**config.mk**
```make
export PLATFORM = sky130hd
export DESIGN_NAME = multiword_add_ctrl_flat
export DESIGN_NICKNAME = d
export VERILOG_FILES = /design/src/rtl/multiword_add_ctrl_if.sv /design/src/rtl/multiword_add_ctrl.sv /design/src/flat_wrapper.sv
export SDC_FILE = /design/constraint.sdc
export NUM_CORES = 1
export LEC_CHECK = 0
export CAP_MARGIN = 20
export CORE_ASPECT_RATIO = 1.2
export CORE_MARGIN = 5
export CORE_UTILIZATION = 46
export DETAILED_ROUTE_END_ITERATION = 8
export HOLD_SLACK_MARGIN = 0.1
export PLACE_DENSITY = 0.85
export SYNTH_ARGS = -nofsm -noshare
export SYNTH_HDL_FRONTEND = slang
export SYNTH_SLANG_ARGS = --single-unit
```
**constraint.sdc**
```tcl
create_clock -name clk -period 3 [get_ports clk]
set_clock_uncertainty 0.05 [all_clocks]
set_input_delay 0.3 -clock clk [delete_from_list [all_inputs] [get_ports clk]]
set_output_delay 0.3 -clock clk [all_outputs]
set_load 0.005 [all_outputs]
```
**src/rtl/multiword_add_ctrl_if.sv**
```systemverilog
// Request/response bundle for the word-serial multi-word adder.
// master = requester + consumer side, slave = the adder controller.
interface multiword_add_ctrl_if #(
  parameter int unsigned WIDTH = 8,
  parameter int unsigned WORDS = 4
);
  localparam int unsigned N = WIDTH * WORDS;

  logic         start_valid;
  logic         start_ready;
  logic [N-1:0] op_a;
  logic [N-1:0] op_b;
  logic         carry_in;
  logic         sub;
  logic [N-1:0] result;
  logic         carry_out;
  logic         done_valid;
  logic         done_ready;
  logic         busy;

  modport master (
    output start_valid, op_a, op_b, carry_in, sub, done_ready,
    input  start_ready, result, carry_out, done_valid, busy
  );

  modport slave (
    input  start_valid, op_a, op_b, carry_in, sub, done_ready,
    output start_ready, result, carry_out, done_valid, busy
  );
endinterface

```
**src/rtl/multiword_add_ctrl.sv**
```systemverilog
// Word-serial add/subtract of WORDS*WIDTH-bit operands through one WIDTH-bit adder slice,
// LS word first, with a registered inter-word carry.
module multiword_add_ctrl #(
  parameter int unsigned WIDTH = 8,
  parameter int unsigned WORDS = 4
) (
  input  logic                 clk,
  input  logic                 rst,
  multiword_add_ctrl_if.slave  bus
);
  localparam int unsigned N     = WIDTH * WORDS;
  localparam int unsigned IDX_W = (WORDS > 1) ? $clog2(WORDS) : 1;

  typedef enum logic [1:0] {IDLE, RUN, DONE} state_t;

  state_t             state_q;
  logic [N-1:0]       a_q;
  logic [N-1:0]       b_q;
  logic               carry_q;
  logic [IDX_W-1:0]   idx_q;
  logic [N-1:0]       result_q;
  logic               carry_out_q;

  logic [WIDTH-1:0]   a_word;
  logic [WIDTH-1:0]   b_word;
  logic [WIDTH-1:0]   sum_word;
  logic               slice_cout;
  logic               last_word;

  // Adder slice: current word of each operand plus the registered carry.
  always_comb begin
    a_word = a_q[WIDTH * 32'(idx_q) +: WIDTH];
    b_word = b_q[WIDTH * 32'(idx_q) +: WIDTH];
    {slice_cout, sum_word} = {1'b0, a_word} + {1'b0, b_word} + (WIDTH + 1)'(carry_q);
    last_word = (idx_q == IDX_W'(WORDS - 1));
  end

  always_ff @(posedge clk) begin
    if (rst) begin
      state_q     <= IDLE;
      a_q         <= '0;
      b_q         <= '0;
      carry_q     <= 1'b0;
      idx_q       <= '0;
      result_q    <= '0;
      carry_out_q <= 1'b0;
    end else begin
      case (state_q)
        IDLE: begin
          if (bus.start_valid) begin
            // Subtraction is A + ~B + 1; the +1 rides in on the initial carry.
            a_q      <= bus.op_a;
            b_q      <= bus.sub ? ~bus.op_b : bus.op_b;
            carry_q  <= bus.sub ? 1'b1 : bus.carry_in;
            idx_q    <= '0;
            result_q <= '0;
            state_q  <= RUN;
          end
        end
        RUN: begin
          result_q[WIDTH * 32'(idx_q) +: WIDTH] <= sum_word;
          carry_q <= slice_cout;
          idx_q   <= idx_q + IDX_W'(1);
          if (last_word) begin
            carry_out_q <= slice_cout;
            state_q     <= DONE;
          end
        end
        DONE: begin
          if (bus.done_ready) begin
            state_q <= IDLE;
          end
        end
        default: state_q <= IDLE;
      endcase
    end
  end

  assign bus.result      = result_q;
  assign bus.carry_out   = carry_out_q;
  assign bus.done_valid  = (state_q == DONE);
  assign bus.busy        = (state_q != IDLE);
  assign bus.start_ready = (state_q == IDLE) && !rst;
endmodule

```
**src/flat_wrapper.sv**
```systemverilog
// flat-port wrapper written by rule: the top's interface ports become plain ports
module multiword_add_ctrl_flat 
#(
  parameter int unsigned WIDTH = 8,
  parameter int unsigned WORDS = 4
)
  (clk, rst, bus_start_valid, bus_op_a, bus_op_b, bus_carry_in, bus_sub, bus_done_ready, bus_start_ready, bus_result, bus_carry_out, bus_done_valid, bus_busy);
  multiword_add_ctrl_if #(.WIDTH(WIDTH), .WORDS(WORDS)) bus_i ();
  input  logic clk;
  input  logic rst;
  input wire logic [$bits(bus_i.start_valid)-1:0] bus_start_valid;
  input wire logic [$bits(bus_i.op_a)-1:0] bus_op_a;
  input wire logic [$bits(bus_i.op_b)-1:0] bus_op_b;
  input wire logic [$bits(bus_i.carry_in)-1:0] bus_carry_in;
  input wire logic [$bits(bus_i.sub)-1:0] bus_sub;
  input wire logic [$bits(bus_i.done_ready)-1:0] bus_done_ready;
  output wire logic [$bits(bus_i.start_ready)-1:0] bus_start_ready;
  output wire logic [$bits(bus_i.result)-1:0] bus_result;
  output wire logic [$bits(bus_i.carry_out)-1:0] bus_carry_out;
  output wire logic [$bits(bus_i.done_valid)-1:0] bus_done_valid;
  output wire logic [$bits(bus_i.busy)-1:0] bus_busy;
  assign bus_i.start_valid = bus_start_valid;
  assign bus_i.op_a = bus_op_a;
  assign bus_i.op_b = bus_op_b;
  assign bus_i.carry_in = bus_carry_in;
  assign bus_i.sub = bus_sub;
  assign bus_i.done_ready = bus_done_ready;
  assign bus_start_ready = bus_i.start_ready;
  assign bus_result = bus_i.result;
  assign bus_carry_out = bus_i.carry_out;
  assign bus_done_valid = bus_i.done_valid;
  assign bus_busy = bus_i.busy;
  multiword_add_ctrl #(.WIDTH(WIDTH), .WORDS(WORDS)) u_core (.clk(clk), .rst(rst), .bus(bus_i));
endmodule
```
## After elaboration in Yosys (flattened, before gate mapping)

Cells that the tools add are included.

- Word-level logic and storage cells: 44
- Output and inout port bits: 36
- Register bits: 102

- Reductions and logical operators: 9
- Bitwise operators: 1
- Eq/ne operators: 6
- Add/subtract/negate cells: 4
- Multiplexer cells: 13
- Shift-type cells: 4

Operators by type and width:

| cell | count |
|---|---|
| $mux W32 | 2 |
| $pmux W32 S2 | 1 |
| $shiftx A32 B6 Y8 | 2 |
| $neg A5 Y34 | 1 |
| $shift A8 B34 Y32 const A | 1 |
| $shiftx A8 B34 Y32 | 1 |
| $bwmux W32 | 1 |
| $not A32 Y32 | 1 |
| $add A8 B8 Y9 | 1 |
| $add A9 B1 Y9 | 1 |
| $mux W2 | 4 |
| $pmux W2 S3 | 1 |
| $reduce_and A2 Y1 | 3 |
| $eq A2 B2 Y1 const B | 2 |
| $ne A2 B2 Y1 const B | 2 |
| $pmux W2 S2 | 1 |
| $reduce_bool A2 Y1 | 2 |
| $reduce_and A3 Y1 | 1 |
| $add A2 B1 Y2 const B | 1 |
| $eq A2 B1 Y1 const B | 1 |
| $logic_not A2 Y1 | 1 |
| $mux W1 | 2 |
| $ne A2 B1 Y1 const B | 1 |
| $pmux W1 S2 | 1 |
| 2 further kinds | 2 |

## Longest topological paths before layout

- Depth in word-level cells: 6
- Gate-level depth with buffers: 10

## Worst setup path after synthesis

OpenSTA, ideal clock, no wires.

- Path type: flip-flop to flip-flop
- From: register u_core.idx_q[0]
- To: register u_core.result_q[6] (netlist: u_core.bus.result[6])
- Data arrival time: 2.785 ns
- Slack: 0.048 ns
- Data required time: 2.833 ns
- Cell stages (with the launch flop): 10
- Cells stage by stage: dfxtp_1 -> buf_4 -> mux4_2 -> fa_1 -> fa_1 -> a21oi_1 -> o21ai_1 -> a21oi_1 -> xnor2_1 -> a22o_1

- Word-level cells in the longest chain between the ends: 6
- Elaborated cells between the ends (all ways): 9
- Classes of those cells: 3 x add/sub; 4 x shift; 2 x mux

Ends and longest elaborated chain:

| element | RTL line | text |
|---|---|---|
| from (decl) | multiword_add_ctrl.sv:20 | `logic [IDX_W-1:0] idx_q;` |
| from (signal assigned) | multiword_add_ctrl.sv:63 | `idx_q <= idx_q + IDX_W'(1);` |
| $shiftx A32 B6 Y8 (on tied branches) | multiword_add_ctrl.sv:32, multiword_add_ctrl.sv:33 |  |
| $add A8 B8 Y9 | multiword_add_ctrl.sv:34 | `{slice_cout, sum_word} = {1'b0, a_word} + {1'b0, b_word} + (WIDTH + 1)'(carry_q);` |
| $add A9 B1 Y9 | multiword_add_ctrl.sv:34 |  |
| $shiftx A8 B34 Y32 | multiword_add_ctrl.sv:61 | `result_q[WIDTH * 32'(idx_q) +: WIDTH] <= sum_word;` |
| $bwmux W32 (*) | multiword_add_ctrl.sv:61 |  |
| $pmux W32 S2 (*) | multiword_add_ctrl.sv:48 | `case (state_q)` |
| to (signal, indexed assignment) | multiword_add_ctrl.sv:61 |  |
| to (decl) | multiword_add_ctrl.sv:21 | `logic [N-1:0] result_q;` |

Every way passes the cells marked *; elsewhere a longest branch is shown, timed or not.
A chain may end at the register's enable or synchronous reset.

## Final worst setup path

- From: register u_core.idx_q[1]
- To: register u_core.result_q[14] (netlist: u_core.bus.result[14])

The elaborated chain is that of the path after synthesis.

==> impl_metrics.py <==
metrics = {
    "layout": {
        "fin_nets": 651,
        "final_cell_count_no_fill": 699,
        "final_cell_mix": "103 x clkdlybuf4s50_1, 102 x dfxtp_1, 70 x nand2_1",
        "drive_above_1_share_pct": 15.2,
        "n_antenna_cell": 0,
        "area_growth_pct": 29.3,
        "fin_area_um2": 6200,
        "mostFrequentLayoutCell": "clkdlybuf4s50_1",
    },
    "clocking": {
        "clkLatencyLatePin_ns": 0.34,
        "cts_tree": "done",
        "root_buffer": "clkbuf_16",
        "clock_sinks": 102,
        "clk_pin_slew_ns": 0.07,
        "cts_made_buffers": 9,
        "clockBufferDepth": 2,
        "cts_hold_buf": 0,
        "htree_levels": 3,
        "cts_setup_buffers": 0,
    },
    "critical_path": {
        "cp_slowest_cell": "fa_1",
        "crit_end": "u_core.bus.result[14]",
        "start_kind": "register",
        "required_ns": 3.18,
        "cp-end-kind": "register",
        "r2r_slack_ns": 0.12,
        "r2r-end": "u_core.bus.result[14]",
        "critical_path.cell_chain": "buf_4 > mux4_2 > fa_2 > fa_1 > a21oi_2 > o21ai_1 > a21oi_1 > xnor2_1 > a22o_1",
        "reg2reg_depth": 9,
        "worstSetupStartpoint": "u_core.idx_q[1]",
        "critPathMaxStageDelay_ns": 0.45,
        "r2r_start": "u_core.idx_q[1]",
        "worst-path-buf-inv": 1,
        "path_class": "reg2reg",
        "crit_fanout": 10,
        "cp.arrival_ns": 3.06,
        "cp_top_family": "adder cells",
        "cp_num_cells": 9,
    },
    "logic_synthesis": {
        "synth.avg_cell_area_um2": 10.0,
        "synth_edf_count": 0,
        "synth-seq-cells": 102,
        "synth_top_area_share_pct": 42.6,
        "async_reset_ff_share_pct": 0,
        "yosys_warnings": 0,
        "synth_area_leaders": "dfxtp_1 43%, a211oi_2 8.1%, mux4_2 7.5%",
        "dominantRegCellSynth": "dfxtp_1",
        "synth_nets": 561,
        "synth_cell_type_count": 44,
        "syn_area_um2": 4800,
        "ys_seq_area_share_pct": 42.6,
        "synth_cells": 478,
        "yosysTopAreaCell": "dfxtp_1",
    },
    "place": {
        "gp_congestion": 0.928,
        "port_buffers": 105,
        "dpl_worst_slack_ns": 0.118,
        "dp_hpwl_um": 8800,
        "dpl-instance-area_um2": 5880,
        "placedCellCount": 683,
    },
    "grt": {
        "grt_pass1_wl_um": 19300,
        "grt_max_degree": 59,
        "antenna_found_initial": 0,
        "grt_pass1_vias": 3934,
        "grt_overflow_total": 0,
        "grt_usage_pct": 19.5,
    },
    "worst_hold_path": {
        "hp-class": "in2reg",
        "min_delay_path_depth": 2,
    },
    "flow_run": {
        "cap_violations": 0,
    },
    "sta": {
        "worstMarginPinSlew_ns": 0.922,
        "clock.fmax_ghz": 0.347,
        "period_needed_ns": 2.88,
        "maxSlewHeadroom_pct": 38.5,
        "hold_viol_final": 0,
        "hold_ws_ns": 0.392,
        "finalSetupViolCount": 0,
        "fin_ws_ns": 0.117,
        "slew_violations": 0,
        "fin_crit_sh_pct": 96.1,
    },
    "floorplan": {
        "fp.dieH_um": 122,
        "core.rowCount": 40,
        "start_util_pct": 47.5,
        "core-area_um2": 10100,
        "dieWidth_um": 103,
        "ios": 106,
        "die_area_um2": 12600,
    },
    "pwr": {
        "pwr-share-seq_pct": 44.9,
        "power.density_nw_per_um2": 532,
        "p_comb_share_pct": 20.1,
        "switchingPower_uw": 904,
        "power_frac_clock_pct": 34.9,
        "power_uw": 3300,
        "p_leak_uw": 0.00224,
        "switching_share_pct": 27.4,
        "intPower_uw": 2390,
        "vdd.ir_drop.worst_mv": 0.286,
    },
    "drt": {
        "wl_um": 12000,
        "wl_per_cell_um": 17.2,
        "drc": 0,
        "antenna_left": 0,
        "dr.pass1.iters": 4,
        "vias": 3826,
        "drt_iter0_drc": 225,
        "via_per_inst": 5.47,
    },
    "run_status": {
        "status": "finished clean",
    },
}
## state kept, by name, summed over array words and instances (netlist names)
| signal | count |
|---|---|
| u_core.carry_q | 1 |
| u_core.b_q | 32 |
| u_core.idx_q | 2 |
| u_core.bus.carry_out | 1 |
| u_core.bus.result | 32 |
| u_core.a_q | 32 |
| u_core.state_q | 2 |
## synth_stat cells (all sizes together) (2+ instances only)
cell type / number
nor3: 3
a22oi: 13
o21ai: 4
a21oi: 39
dfxtp: 102
inv: 6
nor2b: 8
a21o: 6
a211oi: 36
a22o: 20
and3: 2
xor2: 3
clkbuf: 6
nand2b: 2
nor2: 53
buf: 28
fa: 2
nand2: 72
mux4: 16
xnor2: 34
ha: 11
## layer usage
| layer | track usage (%) | part of all wire [%] | vias to the layer above |
|---|---|---|---|
| met1 | 23.5 | 40 | 1810 |
| met4 | 8.34 | 3.4 | 0 |
| met3 | 4.07 | 5.6 | 30 |
| met5 | 0 | 0 | - |
| met2 | 33.3 | 51 | 121 |
| li1 | - | - | 1865 |
## worst register-to-register path: stages (launching register included)
cell     delay, ns
dfxtp_1       0.36
buf_4         0.21
mux4_2        0.37
fa_2          0.40
fa_1          0.45
a21oi_2       0.20
o21ai_1       0.13
a21oi_1       0.22
xnor2_1       0.15
a22o_1        0.24
## per-stage QoR
step	TNS, ns	utilization, %
floorplan	0	-
global placement	0	58.2
finish	0	61.4
CTS	0	61.1
detailed placement	0	58.2
global route	-0.00381	61.4
## kinds of logic (layout without fill, tap and decap cells)
kind of cell / after synthesis / in the layout / synth area share (%)
xor+xnor: 37 / 37 / 6.91
compound gates: 124 / 124 / 21.5
buf+inv: 40 / 135 / 4.51
fa+ha+maj: 13 / 13 / 3.70
flops: 102 / 102 / 42.6
simple gates: 146 / 146 / 13.3
mux: 16 / 16 / 7.51
## power groups by stage
stage / clock (µW) / sequential, µW / combinational (µW)
2_1_floorplan: 0 / 1490 / 440
3_3_place_gp: 0 / 1500 / 619
3_5_place_dp: 0 / 1510 / 642
4_1_cts: 1170 / 1480 / 650
5_1_grt: 1230 / 1490 / 718
6_report: 1150 / 1480 / 664
## worst min path at each step
stage	start	to	slack, ns
3_5_place_dp	u_core.a_q[29]	u_core.a_q[29]	0.39
5_1_grt	rst	u_core.bus.result[8]	0.41
4_1_cts	rst	u_core.bus.result[26]	0.38
3_3_place_gp	u_core.a_q[12]	u_core.a_q[12]	0.39
6_report	rst	u_core.bus.result[26]	0.39
2_1_floorplan	u_core.a_q[16]	u_core.a_q[16]	0.38
## layout make-up
class                      instances  area, µm²
clock inverter                     6       71.3
clock buffer                      10        229
tap                              126        158
timing repair buffer             113       1120
fill                             801       3910
sequential                       102       2040
multi-input combinational        336       2560
inverter                           6       22.5
## what timing repair did
action	CTS	global route
resized for setup	0	6
hold endpoints to repair	0	0
setup endpoints to repair	0	5
Note: power is estimated with default switching activity, not from simulation.
